**config.mk**
```make
export PLATFORM = sky130hd
export DESIGN_NAME = mul_16bit_seq
export DESIGN_NICKNAME = d
export VERILOG_FILES = /design/src/rtl/mul_16bit_seq_pkg.sv /design/src/rtl/mul_16bit_seq_sum_16bit.sv /design/src/rtl/mul_16bit_seq.sv
export SDC_FILE = /design/constraint.sdc
export NUM_CORES = 1
export LEC_CHECK = 0
export BUFFER_PORTS_ARGS = -buffer_cell sky130_fd_sc_hd__clkbuf_2
export CAP_MARGIN = 0
export CORE_MARGIN = 1
export CORE_UTILIZATION = 47
export DETAILED_ROUTE_END_ITERATION = 10
export PLACE_DENSITY = 0.73
export SLEW_MARGIN = 20
export SYNTH_ARGS = -nofsm -noshare
export SYNTH_HDL_FRONTEND = slang
export SYNTH_SLANG_ARGS = --single-unit
```
**constraint.sdc**
```tcl
create_clock -name clk -period 2.8 [get_ports clk]
set_input_delay 0.28 -clock clk [delete_from_list [all_inputs] [get_ports clk]]
set_output_delay 0.28 -clock clk [all_outputs]
set_load 0.01 [all_outputs]
```
**src/rtl/mul_16bit_seq_pkg.sv**
```systemverilog
// Shared constants and state encoding for the sequential multiplier and the
// adder-based blocks that sit around sum_16bit.
package mul_16bit_seq_pkg;

    localparam int ADD_W  = 16;
    localparam int PROD_W = 32;

    typedef enum logic [1:0] {
        IDLE = 2'd0,
        RUN  = 2'd1,
        DONE = 2'd2
    } state_e;

endpackage

```
**src/rtl/mul_16bit_seq_sum_16bit.sv**
```systemverilog
// 16-bit carry-lookahead adder: four 4-bit groups with a second lookahead level
// across the groups, so the group carries never ripple.
module sum_16bit (
    input  logic [15:0] nr1,
    input  logic [15:0] nr2,
    input  logic        carry_in,
    output logic [15:0] sum,
    output logic        carry_out
);

    logic [15:0] g_s;
    logic [15:0] p_s;
    logic [3:0]  grp_g_s;
    logic [3:0]  grp_p_s;
    logic [4:0]  grp_c_s;
    logic [16:0] bit_c_s;

    always_comb begin
        g_s     = nr1 & nr2;
        p_s     = nr1 ^ nr2;
        grp_g_s = 4'd0;
        grp_p_s = 4'd0;
        grp_c_s = 5'd0;
        bit_c_s = 17'd0;
        for (int k = 0; k < 4; k++) begin
            grp_g_s[k] = g_s[4*k+3]
                       | (p_s[4*k+3] & g_s[4*k+2])
                       | (p_s[4*k+3] & p_s[4*k+2] & g_s[4*k+1])
                       | (p_s[4*k+3] & p_s[4*k+2] & p_s[4*k+1] & g_s[4*k]);
            grp_p_s[k] = &p_s[4*k +: 4];
        end
        // Second lookahead level: every group carry straight from carry_in.
        grp_c_s[0] = carry_in;
        grp_c_s[1] = grp_g_s[0] | (grp_p_s[0] & carry_in);
        grp_c_s[2] = grp_g_s[1] | (grp_p_s[1] & grp_g_s[0])
                   | (grp_p_s[1] & grp_p_s[0] & carry_in);
        grp_c_s[3] = grp_g_s[2] | (grp_p_s[2] & grp_g_s[1])
                   | (grp_p_s[2] & grp_p_s[1] & grp_g_s[0])
                   | (grp_p_s[2] & grp_p_s[1] & grp_p_s[0] & carry_in);
        grp_c_s[4] = grp_g_s[3] | (grp_p_s[3] & grp_g_s[2])
                   | (grp_p_s[3] & grp_p_s[2] & grp_g_s[1])
                   | (grp_p_s[3] & grp_p_s[2] & grp_p_s[1] & grp_g_s[0])
                   | (grp_p_s[3] & grp_p_s[2] & grp_p_s[1] & grp_p_s[0] & carry_in);
        for (int i = 0; i < 16; i++) begin
            if ((i % 4) == 0) begin
                bit_c_s[i] = grp_c_s[i/4];
            end else begin
                bit_c_s[i] = g_s[i-1] | (p_s[i-1] & bit_c_s[i-1]);
            end
        end
        bit_c_s[16] = grp_c_s[4];
        sum       = p_s ^ bit_c_s[15:0];
        carry_out = bit_c_s[16];
    end

endmodule

```
**src/rtl/mul_16bit_seq.sv**
```systemverilog
// Sequential 16x16 unsigned shift-and-add multiplier reusing one sum_16bit adder
// for sixteen steps; valid/ready handshakes on both operand and product sides.
module mul_16bit_seq
    import mul_16bit_seq_pkg::*;
#(
    parameter int WIDTH = 16,
    parameter int CNT_W = 5
) (
    input  logic                 clk,
    input  logic                 rst,
    input  logic                 in_valid,
    output logic                 in_ready,
    input  logic [WIDTH-1:0]     mcand,
    input  logic [WIDTH-1:0]     mplier,
    output logic                 out_valid,
    input  logic                 out_ready,
    output logic [2*WIDTH-1:0]   product
);

    if (WIDTH != ADD_W) begin : g_bad_width
        $error("mul_16bit_seq: WIDTH must equal the sum_16bit width");
    end
    if ((1 << CNT_W) <= WIDTH) begin : g_bad_cnt
        $error("mul_16bit_seq: CNT_W too small for WIDTH steps");
    end

    state_e             state_q, state_d;
    logic [WIDTH-1:0]   mcand_q, mcand_d;
    logic [WIDTH-1:0]   acc_hi_q, acc_hi_d;
    logic [WIDTH-1:0]   acc_lo_q, acc_lo_d;
    logic [CNT_W-1:0]   cnt_q, cnt_d;
    logic [WIDTH-1:0]   addend_s;
    logic [WIDTH-1:0]   sum_s;
    logic               carry_s;

    assign addend_s = acc_lo_q[0] ? mcand_q : {WIDTH{1'b0}};

    sum_16bit u_sum (
        .nr1       (acc_hi_q),
        .nr2       (addend_s),
        .carry_in  (1'b0),
        .sum       (sum_s),
        .carry_out (carry_s)
    );

    // Next-state, datapath step and counter.
    always_comb begin
        state_d  = state_q;
        mcand_d  = mcand_q;
        acc_hi_d = acc_hi_q;
        acc_lo_d = acc_lo_q;
        cnt_d    = cnt_q;
        case (state_q)
            IDLE: begin
                if (in_valid) begin
                    mcand_d  = mcand;
                    acc_lo_d = mplier;
                    acc_hi_d = {WIDTH{1'b0}};
                    cnt_d    = {CNT_W{1'b0}};
                    state_d  = RUN;
                end else begin
                    state_d  = IDLE;
                end
            end
            RUN: begin
                {acc_hi_d, acc_lo_d} = {carry_s, sum_s, acc_lo_q[WIDTH-1:1]};
                cnt_d = cnt_q + {{(CNT_W-1){1'b0}}, 1'b1};
                if (cnt_q == CNT_W'(WIDTH - 1)) begin
                    state_d = DONE;
                end else begin
                    state_d = RUN;
                end
            end
            DONE: begin
                if (out_ready) begin
                    state_d = IDLE;
                end else begin
                    state_d = DONE;
                end
            end
            default: begin
                state_d = IDLE;
            end
        endcase
    end

    // State and datapath registers with synchronous reset.
    always_ff @(posedge clk) begin
        if (rst) begin
            state_q  <= IDLE;
            mcand_q  <= {WIDTH{1'b0}};
            acc_hi_q <= {WIDTH{1'b0}};
            acc_lo_q <= {WIDTH{1'b0}};
            cnt_q    <= {CNT_W{1'b0}};
        end else begin
            state_q  <= state_d;
            mcand_q  <= mcand_d;
            acc_hi_q <= acc_hi_d;
            acc_lo_q <= acc_lo_d;
            cnt_q    <= cnt_d;
        end
    end

    assign in_ready  = (state_q == IDLE);
    assign out_valid = (state_q == DONE);
    assign product   = {acc_hi_q, acc_lo_q};

endmodule

```
* After elaboration in Yosys (flattened, before gate mapping)
Index checks and enable logic that the tools add are counted.
** Storage, ports and cells
- Register bits :: 55
- Bits of input ports :: 36
- Output and inout port bits :: 34
- Logic and storage cells :: 100
** Cells by class
- Add/sub/neg operators :: 1
- Equal/unequal tests :: 4
- Multiplexer cells :: 11
- Bitwise gates (word level) :: 72
- Reduce and logical (&&, ||, !) cells :: 7
** Operator list (number)
- $pmux W16 S2 :: 2
- $mux W16 :: 3
- $and A1 B1 Y1 :: 40
- $xor A16 B16 Y16 :: 2
- $or A1 B1 Y1 :: 29
- $and A16 B16 Y16 :: 1
- $reduce_and A4 Y1 :: 3
- $pmux W5 S2 :: 1
- $pmux W2 S3 :: 1
- $add A5 B1 Y5 const B :: 1
- $eq A5 B4 Y1 const B :: 1
- $mux W5 :: 1
- $mux W2 :: 2
- $reduce_and A2 Y1 :: 2
- $eq A2 B1 Y1 const B :: 1
- $eq A2 B2 Y1 const B :: 1
- $logic_not A2 Y1 :: 1
- $ne A2 B2 Y1 const B :: 1
- $reduce_bool A2 Y1 :: 1
- $mux W1 :: 1

* Logic depth before layout (Yosys ltp)
Gate-level depths: netlist (run 1).
- Depth after elaboration :: 17
- Mapped depth :: 14
- Mapped depth without buffers :: 13

* Cells and area by module
From an unflattened synthesis (run 1), not the netlist that was laid out.
** Second synthesis, totals
- Cells, all modules :: 361
- Area, all modules :: 3006.6 um2
** Modules (own cells, without submodules)
- mul_16bit_seq :: times used 1, cells an instance 289, area an instance 2308.5 um2, sequential area each 1101.1 um2
- sum_16bit :: times used 1, cells an instance 72, area an instance 698.2 um2, sequential area each 0.0 um2

* Worst setup path after synthesis (run 1)
OpenSTA, ideal clock, no wires.
- Path kind :: register to register
- From :: register acc_lo_q[0]
- To :: register acc_hi_q[10]
- Library setup time :: 128 ps
- Arrival :: 3087 ps
- Data required time :: 2672 ps
- Setup slack :: -414 ps
- Stages on the path, launching flop included :: 15
- Path buffers :: 1
- Clock period less this slack :: 3214 ps
- Cells stage by stage :: dfxtp_1 > clkbuf_1 > nand2_1 > inv_1 > ha_1 > a21oi_1 > o21ai_0 > a21oi_1 > o211a_1 > fa_1 > fa_1 > fa_1 > xnor2_1 > a22oi_1 > nor2_1
** On the way
- Cells in the longest elaborated chain, start to end :: 16
- Elaborated cells on any way between the ends :: 30
- Classes of those cells :: mux (2); bitwise (27); reduce/logical (1)
** Ends and longest elaborated chain
- start, declared :: RTL line mul_16bit_seq.sv:30 : logic [WIDTH-1:0] acc_lo_q, acc_lo_d;
- start signal, assigned :: RTL line mul_16bit_seq.sv:93 : acc_lo_q <= {WIDTH{1'b0}};
- start signal, assigned :: RTL line mul_16bit_seq.sv:99 : acc_lo_q <= acc_lo_d;
- $mux W16 (*) :: RTL line mul_16bit_seq.sv:36 : assign addend_s = acc_lo_q[0] ? mcand_q : {WIDTH{1'b0}};
- $xor A16 B16 Y16 / $and A16 B16 Y16 (equally long branches) :: RTL line mul_16bit_seq_sum_16bit.sv:20, mul_16bit_seq_sum_16bit.sv:19
- $and A1 B1 Y1 (on tied branches) :: RTL line mul_16bit_seq_sum_16bit.sv:27, mul_16bit_seq_sum_16bit.sv:28, mul_16bit_seq_sum_16bit.sv:29
- $or A1 B1 Y1, or another cell as far along :: RTL line mul_16bit_seq_sum_16bit.sv:27 : | (p_s[4*k+3] & g_s[4*k+2])
- $or A1 B1 Y1 / $and A1 B1 Y1 (equally long branches) :: RTL line mul_16bit_seq_sum_16bit.sv:28, mul_16bit_seq_sum_16bit.sv:29
- $or A1 B1 Y1 :: RTL line mul_16bit_seq_sum_16bit.sv:29 : | (p_s[4*k+3] & p_s[4*k+2] & p_s[4*k+1] & g_s[4*k]);
- $and A1 B1 Y1 :: RTL line mul_16bit_seq_sum_16bit.sv:35 : grp_c_s[2] = grp_g_s[1] | (grp_p_s[1] & grp_g_s[0])
- $or A1 B1 Y1 :: RTL line mul_16bit_seq_sum_16bit.sv:35
- $and A1 B1 Y1 :: RTL line mul_16bit_seq_sum_16bit.sv:48 : bit_c_s[i] = g_s[i-1] | (p_s[i-1] & bit_c_s[i-1]);
- $or A1 B1 Y1 :: RTL line mul_16bit_seq_sum_16bit.sv:48
- $and A1 B1 Y1 :: RTL line mul_16bit_seq_sum_16bit.sv:48
- $or A1 B1 Y1 :: RTL line mul_16bit_seq_sum_16bit.sv:48
- $and A1 B1 Y1 :: RTL line mul_16bit_seq_sum_16bit.sv:48
- $or A1 B1 Y1 :: RTL line mul_16bit_seq_sum_16bit.sv:48
- $xor A16 B16 Y16 (*) :: RTL line mul_16bit_seq_sum_16bit.sv:52 : sum = p_s ^ bit_c_s[15:0];
- $pmux W16 S2 (*) :: RTL line mul_16bit_seq.sv:53 : case (state_q)
- end signal, assigned :: RTL line mul_16bit_seq.sv:92 : acc_hi_q <= {WIDTH{1'b0}};
- end signal, assigned :: RTL line mul_16bit_seq.sv:98 : acc_hi_q <= acc_hi_d;
- end, declared :: RTL line mul_16bit_seq.sv:29 : logic [WIDTH-1:0] acc_hi_q, acc_hi_d;
Mark *: on every way between the ends. The rest lies on a longest branch, timed or not.
A chain may end at the register's enable or synchronous reset.

* Worst setup path in the final report (run 1)
- From :: register acc_lo_q[0]
- To :: register acc_hi_q[13]
** On the way
- Cells in the longest elaborated chain, start to end :: 15
- Elaborated cells on any way between the ends :: 40
- Classes of those cells :: mux (2); bitwise (36); reduce/logical (2)
** Ends and longest elaborated chain
- $mux W16 (*) :: RTL line mul_16bit_seq.sv:36
- $xor A16 B16 Y16 / $and A16 B16 Y16 (equally long branches) :: RTL line mul_16bit_seq_sum_16bit.sv:20, mul_16bit_seq_sum_16bit.sv:19
- $and A1 B1 Y1 (on tied branches) :: RTL line mul_16bit_seq_sum_16bit.sv:27, mul_16bit_seq_sum_16bit.sv:28, mul_16bit_seq_sum_16bit.sv:29
- $or A1 B1 Y1, or another cell as far along :: RTL line mul_16bit_seq_sum_16bit.sv:27
- $or A1 B1 Y1 / $and A1 B1 Y1 (equally long branches) :: RTL line mul_16bit_seq_sum_16bit.sv:28, mul_16bit_seq_sum_16bit.sv:29
- $or A1 B1 Y1 :: RTL line mul_16bit_seq_sum_16bit.sv:29
- $and A1 B1 Y1 :: RTL line mul_16bit_seq_sum_16bit.sv:37 : grp_c_s[3] = grp_g_s[2] | (grp_p_s[2] & grp_g_s[1])
- $or A1 B1 Y1 :: RTL line mul_16bit_seq_sum_16bit.sv:37
- $or A1 B1 Y1 :: RTL line mul_16bit_seq_sum_16bit.sv:38 : | (grp_p_s[2] & grp_p_s[1] & grp_g_s[0])
- $and A1 B1 Y1 :: RTL line mul_16bit_seq_sum_16bit.sv:48
- $or A1 B1 Y1 :: RTL line mul_16bit_seq_sum_16bit.sv:48
- $and A1 B1 Y1 :: RTL line mul_16bit_seq_sum_16bit.sv:48
- $or A1 B1 Y1 :: RTL line mul_16bit_seq_sum_16bit.sv:48
- $xor A16 B16 Y16 (*) :: RTL line mul_16bit_seq_sum_16bit.sv:52
- $pmux W16 S2 (*) :: RTL line mul_16bit_seq.sv:53
Marked as above.

==> flow_metrics.tcl, run 1 <==
set metrics [dict create \
    tritoncts.num_buffers 5 \
    min-delay-path-class "in2reg" \
    setup_violations 4 \
    worstSetupStartpointType "flop" \
    area_growth_pct 31.7 \
    via_per_inst 5.25 \
    syn_area_per_cell_um2 8.09 \
    p_clk_share_pct 32.6 \
    outcome "finished with violations" \
    drc 0 \
    ys_types 35 \
    critPathCaptureType "flop" \
    fin_crit_ns 3.07 \
    fin_area_um2 3860 \
    seq_area_frac_synth_pct 37.6 \
    drt_iter0_markers 165 \
    critPathMaxFanout 6 \
    drive_above_1_share_pct 34.9 \
    die-area_um2 6550 \
    cp.required_ns 2.98 \
    fin_crit_sh_pct 110 \
    cts_buffer_depth 2 \
    vdd_drop_max_mv 0.265 \
    cts_root_buf "clkbuf_8" \
    cts_tree "yes" \
    start_util_pct 49.2 \
    p_leak_nw 1.74 \
    async_flop_share_pct 0 \
    wl_per_cell_um 14.0 \
    dr.pass1.iters 4 \
    syn_nets 427 \
    drv_cap 0 \
    max_slew_margin_pct 49.0 \
    fmax_mhz 325 \
    p_comb_share_pct 15.7 \
    ios 70 \
    netSwitchingFraction_pct 27.7 \
    synth_area_um2 2930 \
    ys.flop_type "dfxtp_1" \
    port_buffers 69 \
    ys_warn_count 0 \
    p_seq_share_pct 51.6 \
    slew_viol_final 0 \
    critPathKind "reg2reg" \
    hold_viol 0 \
    grt_pass1_wl_um 11700 \
    finalNetCount 520 \
    htree_levels 2 \
    rsz0062_at_grt "true" \
    ant_nets 0 \
    routed_wl_um 7420 \
    grt_max_degree 36 \
    vias 2786 \
    ys_seq_elements 55 \
    powerDensity_nw_per_um2 430 \
    antenna_found_initial 0 \
    placed_area_um2 3510 \
    holdBufCountCts 0 \
    antenna_cells 0 \
    timing_worst_slew_pin_value_ns 0.764 \
    grt_pass1_vias 2583 \
    num_rows 28 \
    skew_ns 0.00707 \
    synth_common_cells "79 x nand2_1, 55 x dfxtp_1, 52 x nor2_1" \
    switching_power_w 0.000460 \
    syn_inst 362 \
    setup_ws_ns -0.275 \
    synthTopCellsByArea "dfxtp_1 38%, nand2_1 10%, ha_1 7.7%" \
    die_w_um 80.9 \
    p_int_w 0.00120 \
    gp_congestion 0.834 \
    synth_top_area_share_pct 37.6 \
    core_um2 5960 \
    fin_tns_setup_ns -0.882 \
    hpwl_um 4960 \
    cts.sink_count 55 \
    power_w 0.00166 \
    path_clk_slew_ns 0.10 \
    hold_ws_ns 0.180 \
    track_usage_pct 23.0 \
    clock_latency_ns 0.31 \
    yosysTopAreaCell "dfxtp_1" \
    grt-ovfl-total 0 \
    violations "setup timing" \
    yosysMostFrequentCell "nand2_1" \
    synth_edf_count 0 \
    die_h_um 80.9 \
    filler_cell_count 509 \
    arrival_ns 3.26 \
]
[cell usage in the layout (no fill, tap or decap), drive strengths merged, types with 11 or more instances in the layout]
master	synthesis	layout
a21oi	37	37
nand2	79	79
buf	12	38
fa	11	11
ha	18	18
clkbuf	9	74
inv	26	26
nor2	53	53
dfxtp	55	55
a311oi	17	17
[power groups by stage]
stage | Sequential (W) | Combinational, W | Clock (W)
after CTS | 0.000855 | 0.000261 | 0.000551
after floorplan | 0.000877 | 0.000150 | 0
final | 0.000856 | 0.000261 | 0.000541
after global routing | 0.000861 | 0.000290 | 0.000580
after detailed placement | 0.000874 | 0.000241 | 0
after global placement | 0.000873 | 0.000235 | 0
[repair_timing]
| item | 4_1_cts | 5_1_grt |
|---|---|---|
| resized for setup | 18 | 12 |
| setup endpoints to repair | 7 | 9 |
| pin swaps | 6 | 9 |
| buffers inserted | 14 | 1 |
[cell families after synthesis]
family	count (synthesis)	share of synthesized area, %
XOR/XNOR	4	1.20
AND/OR/NAND/NOR	156	22.0
buffers and inverters	47	7.26
adder cells (fa/ha/maj)	29	15.2
flip-flops	55	37.6
AO/OA/AOI/OAI	71	16.7
[path summary, 6_finish.rpt]
kind,start,end,slack [ns],cells after the start
worst max-delay path,acc_lo_q[0],acc_hi_q[13],-0.27,13
worst max register to register,acc_lo_q[0],acc_hi_q[13],-0.27,13
worst min-delay path,mcand[10],mcand_q[10],0.18,3
worst min register to register,mcand_q[3],mcand_q[3],0.46,2
[per-stage QoR]
stage | setup WS [ns] | util [%] | cells
finish | -0.275 | 64.7 | 531
global route | -0.427 | 64.7 | 531
CTS | -0.229 | 64.3 | 534
detailed placement | -0.287 | 59.0 | 512
global placement | -0.222 | 59.0 | 512
floorplan | -0.0768 | - | 362
[registers in the layout, summed over array words and instances, names as in the netlist]
name      flops
state_q       2
mcand_q      16
acc_lo_q     16
cnt_q         5
acc_hi_q     16
[metal layers]
layer  GRT usage (%)  up-vias  part of all wire (%)
met5               0        -                     0
met4            5.89        0                   1.2
met3            3.48       11                   3.4
met2            39.6       68                    50
met1            30.0     1321                    46
li1                -     1386                     -
[cell type report]
| class | instances | area [um^2] | share of cell area, % |
|---|---|---|---|
| tap | 75 | 93.8 | 2.43 |
| sequential | 55 | 1100 | 28.7 |
| timing repair buffer | 107 | 634 | 16.5 |
| clock inverter | 3 | 43.8 | 1.14 |
| multi-input combinational | 260 | 1810 | 47.0 |
| inverter | 26 | 97.6 | 2.53 |
| clock buffer | 5 | 68.8 | 1.78 |
[critical path: stages (launching register included)]
cell	delay, ns
dfxtp_4	0.39
buf_6	0.14
and2_4	0.16
ha_4	0.26
nand4_1	0.13
nor2_1	0.12
nand3_1	0.12
and2_4	0.19
fa_2	0.34
fa_2	0.35
fa_2	0.53
nor2_1	0.04
a21oi_1	0.13
nor2_1	0.05
No activity file was read; power rests on OpenSTA's default activity.
==> inputs of run 2 (changes only) <==
Settings changed: CORE_ASPECT_RATIO set to 0.6, CORE_UTILIZATION 47 to 40, PLACE_DENSITY 0.73 to 0.64.
==> flow_metrics.tcl, run 2 (synthesized netlist as in run 1, its figures left out) <==
set metrics [dict create \
    outcome "finished with violations" \
    violations "setup timing" \
    gp_congestion 0.853 \
    track_usage_pct 20.4 \
    antenna_cells 0 \
    setup_violations 6 \
    worst_r2r_path_depth 14 \
    reg_top3 "acc_hi_q x16, acc_lo_q x16, mcand_q x16" \
    drc 0 \
    port_buffers 69 \
    p_int_w 0.00128 \
    critPathCaptureType "flop" \
    wl_per_cell_um 14.2 \
    ios 70 \
    netSwitchingFraction_pct 27.1 \
    p_clk_share_pct 36.3 \
    min-delay-path-class "in2reg" \
    critPathMaxFanout 8 \
    htree_levels 2 \
    finalNetCount 511 \
    tritoncts.num_buffers 5 \
    critPathKind "reg2reg" \
    grt_pass1_vias 2436 \
    die-area_um2 7680 \
    powerDensity_nw_per_um2 451 \
    num_rows 23 \
    fmax_mhz 332 \
    path_clk_slew_ns 0.07 \
    via_per_inst 4.98 \
    core_um2 6880 \
    cp.required_ns 2.96 \
    p_seq_share_pct 48.8 \
    antenna_found_initial 0 \
    filler_cell_count 646 \
    p_leak_nw 1.72 \
    min_delay_worst_endpoint "mcand_q[12]" \
    die_w_um 112 \
    final_util_pct 56.6 \
    timing.rr.end "acc_hi_q[13]" \
    placed_area_um2 3480 \
    vias 2655 \
    rsz0062_at_grt "true" \
    dr.pass1.iters 4 \
    clock_latency_ns 0.29 \
    die_h_um 68.3 \
    drv_cap 0 \
    start_util_pct 42.6 \
    switching_power_w 0.000477 \
    grt_pass1_wl_um 12100 \
    timing_worst_slew_pin_value_ns 0.799 \
    cts_buffer_depth 2 \
    cp-startpoint "acc_lo_q[0]" \
    ant_nets 0 \
    drive_above_1_share_pct 34.8 \
    grt-ovfl-total 0 \
    fin_area_um2 3890 \
    hold_ws_ns 0.204 \
    rr_startpoint "acc_lo_q[0]" \
    layout_commonest_cell "nand2_1" \
    routed_wl_um 7580 \
    hp-start "mcand[12]" \
    holdBufCountCts 0 \
    setup_ws_ns -0.209 \
    fin_crit_ns 3.01 \
    drt_iter0_markers 114 \
    worstSetupStartpointType "flop" \
    grt_max_degree 39 \
    vdd_drop_max_mv 0.219 \
    area_growth_pct 33.0 \
    final_cell_mix "73 x nand2_1, 69 x clkbuf_2, 54 x dfxtp_1" \
    r2r_slack_ns -0.21 \
    arrival_ns 3.17 \
    fin_crit_sh_pct 107 \
    cts_tree "yes" \
    hold_viol 0 \
    slew_viol_final 0 \
    skew_ns 0.00609 \
    hpwl_um 5210 \
    p_comb_share_pct 14.9 \
    cts_root_buf "clkbuf_16" \
    cts.sink_count 55 \
    whs_path_depth 3 \
    max_slew_margin_pct 46.8 \
]
run 2: cell type report:
class                           instances  area (um^2)  share of cell area [%]
Multi-Input combinational cell        260         1860                    47.7
Sequential cell                        55         1100                    28.4
Timing Repair Buffer                   98          578                    14.8
Clock buffer                            6          139                    3.57
Tap cell                               87          109                    2.79
Inverter                               26          100                    2.57
Clock inverter                          1         5.00                   0.128
run 2: what timing repair did:
action | in CTS | in global routing
pin swaps | 15 | 5
resized for setup | 36 | 7
setup buffers | 8 | 1
hold endpoints to repair | 0 | 0
endpoints found under the setup margin | 6 | 6
run 2: worst max-delay path: stages, from the launching register on:
cell,delay (ns)
dfxtp_4,0.39
buf_6,0.13
nand2_4,0.06
inv_2,0.04
ha_4,0.26
nand4_1,0.16
nor2_2,0.14
nand3_2,0.10
and2_4,0.18
fa_2,0.33
fa_2,0.35
fa_2,0.53
nor2_1,0.04
a21oi_1,0.11
nor2_1,0.05
run 2: power by group through the flow:
stage	clock, W	combinational, W	sequential [W]
after floorplan	0	0.000150	0.000877
after global placement	0	0.000234	0.000875
after detailed placement	0	0.000237	0.000877
after CTS	0.000649	0.000260	0.000857
after global routing	0.000683	0.000295	0.000863
final	0.000638	0.000262	0.000858
run 2: worst max-delay path by stage:
| stage | endpoint | slack, ns | cells past startpoint |
|---|---|---|---|
| finish | acc_hi_q[13] | -0.21 | 14 |
| global route | acc_hi_q[13] | -0.35 | 14 |
| CTS | acc_hi_q[9] | -0.18 | 14 |
| detailed placement | acc_hi_q[13] | -0.28 | 12 |
| global placement | acc_hi_q[13] | -0.20 | 12 |
| floorplan | acc_hi_q[13] | -0.08 | 14 |
run 2: per-layer routing:
metal	routed length [um]	global-route usage, %	vias up	part of all wire (%)
met3	344	4.43	8	4.5
met5	0	0	-	0
met2	3070	29.6	53	40
met1	4090	30.3	1227	54
li1	-	-	1367	-
met4	69	5.33	0	0.91
run 2: metrics by stage:
stage,power (W),setup WS [ns],setup TNS (ns),instances
2_1_floorplan,0.00103,-0.0768,-0.187,362
5_1_grt,0.00184,-0.345,-1.69,533
6_report,0.00176,-0.209,-1.01,533
4_1_cts,0.00177,-0.179,-0.720,532
3_3_place_gp,0.00111,-0.203,-0.591,517
3_5_place_dp,0.00111,-0.279,-1.02,517
==> inputs of run 3 (changes only) <==
Settings changed: ABC_AREA set to 1, CELL_PAD_IN_SITES_DETAIL_PLACEMENT set to 0, CELL_PAD_IN_SITES_GLOBAL_PLACEMENT set to 2, CORE_UTILIZATION 40 to 27, PLACE_DENSITY 0.64 to 0.75, SYNTH_HIERARCHICAL set to 1.
==> flow_metrics.tcl, run 3 <==
set metrics [dict create \
    p_seq_share_pct 47.2 \
    layout_commonest_cell "nand2_1" \
    power_w 0.00184 \
    min-delay-path-class "in2reg" \
    dr_wl_met2_um 3570 \
    switching_power_w 0.000516 \
    setup_violations 0 \
    p_int_w 0.00133 \
    cts.sink_count 55 \
    die_w_um 140 \
    yosysMostFrequentCell "nand2_1" \
    grt_pass1_vias 2822 \
    fmax_mhz 361 \
    htree_levels 2 \
    reg_top3 "acc_hi_q x16, acc_lo_q x16, mcand_q x16" \
    dr.max_layer_used "met4" \
    ant_nets 0 \
    seq_area_frac_synth_pct 35.5 \
    area_growth_pct 29.3 \
    ys.flop_type "dfxtp_1" \
    worstSetupStartpointType "flop" \
    wl_per_cell_um 13.0 \
    p_clk_share_pct 36.8 \
    yosysTopAreaCell "dfxtp_1" \
    cp.required_ns 3.03 \
    holdBufCountCts 0 \
    tritoncts.num_buffers 5 \
    critPathMaxFanout 8 \
    finalNetCount 579 \
    dr.pass1.iters 4 \
    ys_types 29 \
    arrival_ns 3.00 \
    timing_worst_slew_pin_value_ns 0.671 \
    final_cell_mix "111 x nand2_1, 70 x nor2_1, 69 x clkbuf_2" \
    track_usage_pct 15.1 \
    die-area_um2 11900 \
    synth_common_cells "118 x nand2_1, 70 x nor2_1, 55 x dfxtp_1" \
    routed_wl_um 8480 \
    syn_inst 432 \
    drive_above_1_share_pct 30.9 \
    powerDensity_nw_per_um2 460 \
    cts_root_buf "clkbuf_16" \
    dp.cells 640 \
    ys_warn_count 6 \
    path_clk_slew_ns 0.08 \
    clock_latency_ns 0.30 \
    outcome "complete, no violations" \
    drv_cap 0 \
    synth_top_area_share_pct 35.5 \
    antenna_found_initial 0 \
    critPathCaptureType "flop" \
    synthTopCellsByArea "dfxtp_1 36%, nand2_1 14%, nor2_1 8.5%" \
    synth_area_um2 3100 \
    rsz0062_at_grt "true" \
    ios 70 \
    gp_congestion 0.770 \
    via_per_inst 4.30 \
    hold_viol 0 \
    core_um2 10800 \
    max_slew_margin_pct 55.2 \
    fin_crit_sh_pct 99.0 \
    skew_ns 0.00673 \
    drc 0 \
    async_flop_share_pct 0 \
    drt_iter0_markers 102 \
    p_comb_share_pct 16.1 \
    ys_seq_elements 55 \
    netSwitchingFraction_pct 28.0 \
    cts_buffer_depth 2 \
    syn_area_per_cell_um2 7.17 \
    hpwl_um 6060 \
    vias 2806 \
    die_h_um 85.0 \
    synth_edf_count 0 \
    fin_crit_ns 2.77 \
    antenna_cells 0 \
    grt_max_degree 37 \
    grt_pass1_wl_um 14200 \
    grt-ovfl-total 0 \
    p_leak_nw 2.00 \
    layout.cells.non_filler 653 \
    num_rows 29 \
    cts_tree "yes" \
    start_util_pct 28.6 \
    vdd_drop_max_mv 0.234 \
    slew_viol_final 0 \
    critPathKind "reg2reg" \
    wl_met3_um 448 \
    port_buffers 69 \
    wl_met1_um 4410 \
]
==> run 3: cell types whose count changed after synthesis, moves of 8 or more <==
cell and change:
a21oi_1 -10, nor2_1 +18, inv_1 +16, and2_1 -8, nand2_1 +39, o21ai_0 +31
a311oi_1 -15
==> run 3: power groups by stage <==
stage | logic, W | clock network, W | registers [W]
2_1_floorplan | 0.000185 | 0 | 0.000887
3_3_place_gp | 0.000286 | 0 | 0.000885
3_5_place_dp | 0.000289 | 0 | 0.000886
4_1_cts | 0.000294 | 0.000708 | 0.000868
5_1_grt | 0.000339 | 0.000738 | 0.000877
6_report | 0.000296 | 0.000678 | 0.000869
==> run 3: per-stage QoR <==
step | hold slack (ns) | setup WS, ns | TNS (ns) | instance area [um^2] | utilization (%)
floorplan | 0.428 | 0.00324 | 0 | 3190 | -
global placement | 0.452 | -0.0205 | -0.0205 | 3690 | 34.1
detailed placement | 0.460 | -0.0986 | -0.239 | 3690 | 34.1
CTS | 0.228 | -0.0231 | -0.0231 | 3910 | 36.0
global route | 0.245 | -0.121 | -0.401 | 4010 | 36.9
finish | 0.236 | 0.0279 | 0 | 4010 | 36.9
==> run 3: metal layers <==
layer  global-route usage [%]  up-vias
met5                        0        -
met4                     3.40        0
met3                     3.95        7
met2                     22.9       49
met1                     21.4     1259
li1                         -     1491
==> run 3: final timing paths <==
kind              slack, ns  cells after the start         from           end
setup / recovery       0.03                     14  acc_lo_q[0]  acc_hi_q[13]
hold / removal         0.24                      3    mcand[10]   mcand_q[10]
setup reg to reg       0.03                     14  acc_lo_q[0]  acc_hi_q[13]
hold reg to reg        0.47                      2     cnt_q[4]      cnt_q[4]
==> run 3: final cells by class <==
class | instances | area [um^2]
Clock buffer | 8 | 156
Fill cell | 1143 | 6840
Inverter | 49 | 184
Multi-Input combinational cell | 311 | 1870
Sequential cell | 55 | 1100
Tap cell | 139 | 174
Timing Repair Buffer | 91 | 518
==> run 3: critical path, cell delays in order (launching register included) <==
cell	delay, ns
dfxtp_4	0.41
buf_6	0.12
nand2_2	0.05
inv_2	0.07
ha_4	0.19
nor3b_4	0.15
nor2_2	0.12
nand2_4	0.08
nand2_2	0.06
nand2_2	0.05
fa_2	0.34
fa_2	0.34
fa_2	0.52
nand2_1	0.06
a21oi_2	0.14
==> run 3: repair_timing <==
item,CTS,global route
pin swaps,3,6
gates resized for setup,8,24
hold endpoints to repair,0,0
setup buffers,0,5
endpoints found under the setup margin,5,6
==> run 3: cells by family (layout without fill, tap and decap cells) <==
| family | count (synthesis) | after routing | synth area share, % |
|---|---|---|---|
| xor+xnor | 4 | 4 | 1.13 |
| fa+ha+maj | 30 | 30 | 15.0 |
| compound gates | 64 | 64 | 10.9 |
| flops | 55 | 55 | 35.5 |
| other cells | 1 | 2 | 0.121 |
| simple gates | 211 | 211 | 27.6 |
| buf+inv | 67 | 148 | 9.73 |
